$ cat src/rtl/stopwatch_pkg.sv
// Shared definitions for the stopwatch controller.
//
// Holds the FSM state encoding (IDLE=0, RUN=1, PAUSE=2) and the default parameter values
// used by stopwatch_ctrl and key_debounce.
//
// Ports: none (package).

package stopwatch_pkg;

  // Default parameter values.
  localparam int unsigned DefClkHz     = 50_000_000;
  localparam int unsigned DefTickHz    = 1;
  localparam int unsigned DefDebCycles = 1_000_000;

  // Externally visible state codes.
  localparam logic [1:0] StateIdle  = 2'd0;
  localparam logic [1:0] StateRun   = 2'd1;
  localparam logic [1:0] StatePause = 2'd2;

  typedef enum logic [1:0] {
    StIdle  = StateIdle,
    StRun   = StateRun,
    StPause = StatePause
  } sw_state_e;

endpackage : stopwatch_pkg

$ cat src/rtl/key_debounce.sv
// Pushbutton conditioner: 2-flop synchronizer, debounce counter and press-edge pulse.
//
// The debounced level only follows the synchronized key after the two have differed for
// DebCycles consecutive clocks; any return to equality restarts the count. press_o pulses for
// one clock on each debounced 1->0 transition (releases produce nothing).
//
// Ports:
//   clk_i    system clock (rising edge)
//   rst_ni   asynchronous active-low reset
//   key_ni   raw asynchronous key, low = pressed
//   press_o  one-cycle press event

module key_debounce
  import stopwatch_pkg::*;
#(
  parameter int unsigned DebCycles = DefDebCycles
) (
  input  logic clk_i,
  input  logic rst_ni,
  input  logic key_ni,
  output logic press_o
);

  localparam int unsigned CntW = (DebCycles > 1) ? $clog2(DebCycles) : 1;

  logic            sync1_q, sync2_q;
  logic [CntW-1:0] cnt_q, cnt_d;
  logic            level_q, level_d;
  logic            press_q, press_d;

  // Synchronizer flops reset to the released level so reset release never looks like a press.
  always_ff @(posedge clk_i or negedge rst_ni) begin
    if (!rst_ni) begin
      sync1_q <= 1'b1;
      sync2_q <= 1'b1;
    end else begin
      sync1_q <= key_ni;
      sync2_q <= sync1_q;
    end
  end

  always_comb begin
    cnt_d   = cnt_q;
    level_d = level_q;
    press_d = 1'b0;
    if (sync2_q != level_q) begin
      // cnt_q counts the differing cycles already seen; this one is the DebCycles-th.
      if (cnt_q == CntW'(DebCycles - 1)) begin
        level_d = sync2_q;
        cnt_d   = '0;
        press_d = ~sync2_q;
      end else begin
        cnt_d = cnt_q + 1'b1;
      end
    end else begin
      cnt_d = '0;
    end
  end

  always_ff @(posedge clk_i or negedge rst_ni) begin
    if (!rst_ni) begin
      cnt_q   <= '0;
      level_q <= 1'b1;
      press_q <= 1'b0;
    end else begin
      cnt_q   <= cnt_d;
      level_q <= level_d;
      press_q <= press_d;
    end
  end

  assign press_o = press_q;

endmodule : key_debounce

$ cat src/rtl/stopwatch_ctrl.sv
// Stopwatch control: start/pause/clear FSM plus tick prescaler for a BCD seconds chain.
//
// Start toggles IDLE->RUN, RUN->PAUSE, PAUSE->RUN; clear returns to IDLE from any state and
// wins over a simultaneous start. The prescaler counts only cycles spent in RUN, holds through
// PAUSE (so resuming keeps the fractional period) and is zeroed on entry to IDLE.
//
// Optional feature macro: STOPWATCH_LAP_EN adds key_lap_n and hold (lap display freeze).
//
// Ports:
//   clk          system clock (rising edge)
//   aclr         asynchronous active-low reset
//   key_start_n  raw start/pause key, low = pressed
//   key_clear_n  raw clear key, low = pressed
//   key_lap_n    raw lap key, low = pressed (STOPWATCH_LAP_EN only)
//   hold         lap hold flag (STOPWATCH_LAP_EN only)
//   tick         one-cycle count enable, CLK_HZ/TICK_HZ cycles of RUN apart
//   clr_n        one-cycle active-low clear for the counter chain
//   run          high while in RUN
//   state        current state code

module stopwatch_ctrl
  import stopwatch_pkg::*;
#(
  parameter int unsigned CLK_HZ     = DefClkHz,
  parameter int unsigned TICK_HZ    = DefTickHz,
  parameter int unsigned DEB_CYCLES = DefDebCycles
) (
  input  logic       clk,
  input  logic       aclr,
  input  logic       key_start_n,
  input  logic       key_clear_n,
`ifdef STOPWATCH_LAP_EN
  input  logic       key_lap_n,
  output logic       hold,
`endif
  output logic       tick,
  output logic       clr_n,
  output logic       run,
  output logic [1:0] state
);

  localparam int unsigned Div  = CLK_HZ / TICK_HZ;
  localparam int unsigned PreW = $clog2(Div);

  logic start_ev, clear_ev;

  key_debounce #(
    .DebCycles(DEB_CYCLES)
  ) u_deb_start (
    .clk_i  (clk),
    .rst_ni (aclr),
    .key_ni (key_start_n),
    .press_o(start_ev)
  );

  key_debounce #(
    .DebCycles(DEB_CYCLES)
  ) u_deb_clear (
    .clk_i  (clk),
    .rst_ni (aclr),
    .key_ni (key_clear_n),
    .press_o(clear_ev)
  );

  sw_state_e       state_q, state_d;
  logic [PreW-1:0] pre_q, pre_d;
  logic            advance;
  logic            tick_q, tick_d;
  logic            clr_n_q, clr_n_d;

  // Next state: clear has priority and swallows a coincident start.
  always_comb begin
    state_d = state_q;
    if (clear_ev) begin
      state_d = StIdle;
    end else if (start_ev) begin
      case (state_q)
        StIdle:  state_d = StRun;
        StRun:   state_d = StPause;
        StPause: state_d = StRun;
        default: state_d = StIdle;
      endcase
    end
  end

  // Prescaler only advances on cycles that stay in RUN, so a tick is never issued on the edge
  // that leaves RUN and the partial period survives a pause intact.
  always_comb begin
    advance = (state_q == StRun) && (state_d == StRun);
    pre_d   = pre_q;
    tick_d  = 1'b0;
    if (state_d == StIdle) begin
      pre_d = '0;
    end else if (advance) begin
      if (pre_q == PreW'(Div - 1)) begin
        pre_d  = '0;
        tick_d = 1'b1;
      end else begin
        pre_d = pre_q + 1'b1;
      end
    end
    clr_n_d = ~clear_ev;
  end

  always_ff @(posedge clk or negedge aclr) begin
    if (!aclr) begin
      state_q <= StIdle;
      pre_q   <= '0;
      tick_q  <= 1'b0;
      clr_n_q <= 1'b1;
    end else begin
      state_q <= state_d;
      pre_q   <= pre_d;
      tick_q  <= tick_d;
      clr_n_q <= clr_n_d;
    end
  end

  assign tick  = tick_q;
  assign clr_n = clr_n_q;
  assign run   = (state_q == StRun);
  assign state = state_q;

`ifdef STOPWATCH_LAP_EN
  logic lap_ev;
  logic hold_q, hold_d;

  key_debounce #(
    .DebCycles(DEB_CYCLES)
  ) u_deb_lap (
    .clk_i  (clk),
    .rst_ni (aclr),
    .key_ni (key_lap_n),
    .press_o(lap_ev)
  );

  always_comb begin
    hold_d = hold_q;
    if (clear_ev) begin
      hold_d = 1'b0;
    end else if (lap_ev && (state_q == StRun)) begin
      hold_d = ~hold_q;
    end
  end

  always_ff @(posedge clk or negedge aclr) begin
    if (!aclr) begin
      hold_q <= 1'b0;
    end else begin
      hold_q <= hold_d;
    end
  end

  assign hold = hold_q;
`endif

endmodule : stopwatch_ctrl

$ cat config.mk
export PLATFORM = sky130hd
export DESIGN_NAME = stopwatch_ctrl
export DESIGN_NICKNAME = d
export VERILOG_FILES = /design/src/rtl/stopwatch_pkg.sv /design/src/rtl/key_debounce.sv /design/src/rtl/stopwatch_ctrl.sv
export SDC_FILE = /design/constraint.sdc
export NUM_CORES = 1
export LEC_CHECK = 0
export CORE_AREA = 2 2 98 100
export DETAILED_ROUTE_END_ITERATION = 7
export DIE_AREA = 0 0 100 102
export GPL_ROUTABILITY_DRIVEN = 0
export SETUP_SLACK_MARGIN = 0.02
export SKIP_CTS_REPAIR_TIMING = 1
export SYNTH_ARGS = -nofsm -noshare
export SYNTH_HDL_FRONTEND = slang
export SYNTH_HIERARCHICAL = 1
export SYNTH_SLANG_ARGS = --single-unit
$ cat constraint.sdc
create_clock -name clk -period 5.7 [get_ports clk]
set_input_delay 0.57 -clock clk [delete_from_list [all_inputs] [get_ports clk]]
set_output_delay 0.57 -clock clk [all_outputs]
set_load 0.005 [all_outputs]
# After elaboration in Yosys (flattened, before gate mapping)
# Index checks and enable logic that the tools add are counted.
[classes] eq_ne=8 n_reduce_logical=7 n_mux=17 n_bitwise=3 n_addsub=3
[op_table] cell="$mux 20" n=4
[op_table] cell="$mux 26" n=3
[op_table] cell="$add 20x1->20 const B" n=2
[op_table] cell="$eq 20x20->1 const B" n=2
[op_table] cell="$add 26x1->26 const B" n=1
[op_table] cell="$eq 26x26->1 const B" n=1
[op_table] cell="$mux 1" n=7
[op_table] cell="$eq 2x1->1 const B" n=2
[op_table] cell="$logic_not 2->1" n=2
[op_table] cell="$mux 2" n=2
[op_table] cell="$pmux 2 s2" n=1
[op_table] cell="$reduce_and 2->1" n=2
[op_table] cell="$not 1->1" n=3
[op_table] cell="$eq 2x2->1 const B" n=1
[op_table] cell="$ne 1x1->1" n=2
[op_table] cell="$reduce_bool 2->1" n=1
[op_table] cell="$reduce_or 2->1" n=1
[op_table] cell="$logic_and 1x1->1" n=1
[word_totals] out_inout_bits=5 reg_bits=78 inputBits=4 word_cells=52

# Depth between registers and ports, before layout
[depth] depth_word=9 mapped_depth=7 depth_no_buf=6

# By module
# Netlist, hierarchy kept.
[modules_own_cells] mod="key_debounce" instances=2 area_each_um2=1188.6 seq_area_each_um2=604.3 cells_each=107
[modules_own_cells] mod="stopwatch_ctrl" instances=1 area_each_um2=1667.8 seq_area_each_um2=752.0 cells_each=173

# Worst setup path after synthesis
# No wires, ideal clock.
[synth_path] path_type="register to register" from="reg pre_q[18]" to="reg pre_q[10]" setup_time_ns=0.121 period_less_slack_ns=1.781 path_stages_with_launch=7 required_ns=5.579 arrival_time_ns=1.660 slack_ns=3.919 n_path_buf=1 cell_sequence="dfrtp_1 -> or3b_1 -> nor4_2 -> a41oi_1 -> o31ai_4 -> buf_2 -> nor2_1"
[synth_between] elab_chain_cells=4
[synth_rtl] item="start: declaration" line_no="stopwatch_ctrl.sv:66" text="logic [PreW-1:0] pre_q, pre_d;"
[synth_rtl] item="start signal: assignment" line_no="stopwatch_ctrl.sv:113" text="pre_q <= pre_d;"
[synth_rtl] item="$eq 26x26->1" line_no="stopwatch_ctrl.sv:95" text="if (pre_q == PreW'(Div - 1)) begin"
[synth_rtl] item="$mux 26" line_no="stopwatch_ctrl.sv:95"
[synth_rtl] item="$mux 26" line_no="stopwatch_ctrl.sv:94" text="end else if (advance) begin"
[synth_rtl] item="$mux 26" line_no="stopwatch_ctrl.sv:92" text="if (state_d == StIdle) begin"
# No other way between the ends. The select of a mux whose other input is x is not followed.
# A chain may end at the register's enable or synchronous reset.

# Final worst setup path
[layout_path] from="reg pre_q[18]" to="reg pre_q[4]"
# The elaborated chain is that of the path after synthesis.

==> run summary <==
register area share after synthesis: 0.4847
Rel. slew slack: 0.3069
CTS tree: built
clock share of power: 0.395
Area growth syn-to-layout: 8.599%
Top FF cell, synth: dfrtp_1
Initial Utilization: 0.4441
run status: finished, final reports clean
Least-Margin Pin Slew: 1.036 ns
worst hold path class: primary input to async pin
met3 wire len: 254 um
CORE AREA: 9109 um^2
unrepaired setup endpoints after global routing: false
drt via density: 5.522
critical path class: flop to flop
die height: 102 um
DP HPWL: 4811 um
CP Capture Type: flop
share of post-route cells with drive strength above 1: 0.1468
commonest cells after routing, fill and taps aside: dfrtp_1, nor2_1, xnor2_1, nand2_1, xor2_1
first-pass GRT wire length: 13,190 um
synthesized flop and latch total: 78
Clock Latency Late Sink: 0.36 ns
setup violators final: 0
Sequential Power Share: 0.579
Compound-Gate Fraction of Synth Area: 0.05970
Met2 Wirelength: 3350 um
slack of the critical path: 3.377 ns
critical-path cell list: or3b_1 -> nor4_2 -> a41oi_1 -> o31ai_4 -> nor2_1
antenna violations before repair: 0
Clock transition at path regs: 0.09 ns
Max clock buf depth: 2
Async S/R FF share, synth: 1.000
Psw: 0.0002444 W
Post-DRT Antenna Nets: 0
Met1 Routed Length: 3687 um
initial DRC count: 124
# rows: 35
Post-Synthesis Cells: 387
Sw Ratio: 0.2513
final core utilization: 0.4823
max-slew violations: 0
Wirelength per Cell: 14.53 um
most common cell after layout, fill and taps aside: dfrtp_1
fin crit period: 2.323 ns
CP required: 5.91 ns
Setup TNS Final: 0 ns
Leak: 1.698 nW
Max FO, Critical Path: 23
mux contribution to synthesized area: 0.01516
All-Layer GR Usage: 0.1630
CP max stage delay: 0.84 ns
n_diodes: 0
Cell variety after synth: 49
CP max-delay cell: o31ai_4
max-cap violation count: 0
Fin. Hold Viols: 0
IO buf count: 8
# fillers: 833
H-tree Lvls: 3
Post-Synth XOR/XNOR Area: 0.1126
cts bufs inserted: 9
Root Buffer: clkbuf_8
Setup WS pre-CTS: 3.342 ns
main combinational cell family by area after synthesis: simple AND/OR/NAND/NOR gates
I/O pin count: 9
vias in the first global route: 2,706
Fmax: 430.5 MHz
Highest Signal Layer: met4
die area: 10,200 um^2
Final nets: 405
worst IR drop on VDD: 0.09420 mV
Final Skew: 0.01070 ns
Int Pwr: 0.0007282 W
multi-input logic area: 1996 um^2
DRC violations left: 0
first drt pass iteration count: 4
CP Launch Type: flop
largest net degree at the start of global routing: 79
Synth Net Count: 395
P per Cell Area: 221.4 nW/um^2
post-synthesis simple-gate area fraction: 0.2935
DR vias: 2,833
Syn Area/Cell: 10.45 um^2
gr ovfl total: 0
adder-cell share of the synthesized area: 0.01237
YS warnings: 6
final cycle utilization of the critical path: 0.4075
Post-Syn Area: 4045 um^2
Logic pwr share: 0.026
# clock sinks: 78
crit path DAT: 2.53 ns
number of synthesized flops with an enable pin: 0
register area: 1961 um^2
Final Routed Wirelength: 7456 um
Die W: 100 um
[final timing paths]
kind / startpoint / to / slack, ns / cells after the start
max: pre_q[18] / pre_q[4] / 3.38 / 5
min: aclr / pre_q[14] / 0.36 / 1
max reg2reg: pre_q[18] / pre_q[4] / 3.38 / 5
min reg2reg: u_deb_clear/sync1_q / u_deb_clear/sync2_q / 0.36 / 0
max in group asynchronous: aclr / u_deb_start/cnt_q[7] / 4.70 / 1
min in group clk: u_deb_clear/sync1_q / u_deb_clear/sync2_q / 0.36 / 0
[Yosys cell counts, types with 3 or more instances]
master,number,share of area
buf_2,5,0.0062
and4_1,5,0.011
and3_1,9,0.014
buf_4,3,0.0056
o21ai_0,4,0.0049
nand3_2,4,0.0099
nor2_1,64,0.059
xnor2_1,30,0.065
nor4_2,7,0.022
inv_1,9,0.0084
ha_1,4,0.012
nor3_1,14,0.017
or3_1,3,0.0046
nand2_1,23,0.021
xor2_1,22,0.048
nand4_2,4,0.012
or4_4,3,0.0084
dfrtp_1,71,0.44
or4_1,6,0.011
a21oi_1,12,0.015
dfstp_2,7,0.045
nor4_1,5,0.0077
nand3_1,19,0.024
nand4_1,12,0.019
o31ai_1,6,0.011
[logic make-up after synthesis]
| kind of cell | count (synthesis) |
|---|---|
| flip-flops | 78 |
| adder cells (fa/ha/maj) | 4 |
| AO/OA/AOI/OAI | 29 |
| AND/OR/NAND/NOR | 200 |
| buffers and inverters | 19 |
| multiplexers | 5 |
| XOR/XNOR | 52 |
[critical path: cells and delay by family (launching register included)]
family	cells	cell delay, ns
AO/OA/AOI/OAI	2	1.05
AND/OR/NAND/NOR	3	0.71
flip-flops	1	0.42
[power groups by stage]
stage / sequential, W / clock (W) / combinational, W
final: 0.000563 / 0.000384 / 0.0000251
after global routing: 0.000565 / 0.000426 / 0.0000293
after CTS: 0.000563 / 0.000400 / 0.0000264
after detailed placement: 0.000574 / 0 / 0.0000263
after global placement: 0.000574 / 0 / 0.0000260
after floorplan: 0.000573 / 0 / 0.0000111
[layer usage]
layer | track usage | vias up
met5 | 0 | -
met4 | 0.07587 | 0
met3 | 0.02873 | 14
met2 | 0.2458 | 49
met1 | 0.2305 | 1376
li1 | - | 1394
[registers in the layout, summed over array words and instances, names as in the netlist, 2 cells and up]
register and count:
state 2, u_deb_clear/cnt_q 20, pre_q 26, u_deb_start/cnt_q 20
[per-stage QoR]
step / area [um^2] / instances / hold WS, ns / power (W)
2_1_floorplan: 4045 / 387 / 0.2744 / 0.0005842
3_3_place_gp: 4214 / 497 / 0.3463 / 0.0006000
3_5_place_dp: 4214 / 497 / 0.3472 / 0.0006005
4_1_cts: 4393 / 513 / 0.3593 / 0.0009897
5_1_grt: 4393 / 513 / 0.3641 / 0.001020
6_report: 4393 / 513 / 0.3583 / 0.0009726
[area by class of cell]
cell class	count	share of cell area
Multi-Input combinational cell	290	0.4543
Inverter	9	0.007690
Tap cell	111	0.03161
Timing Repair Buffer	9	0.01937
Clock inverter	7	0.01253
Sequential cell	78	0.4463
Clock buffer	9	0.02820
No activity file was read; power rests on OpenSTA's default activity.
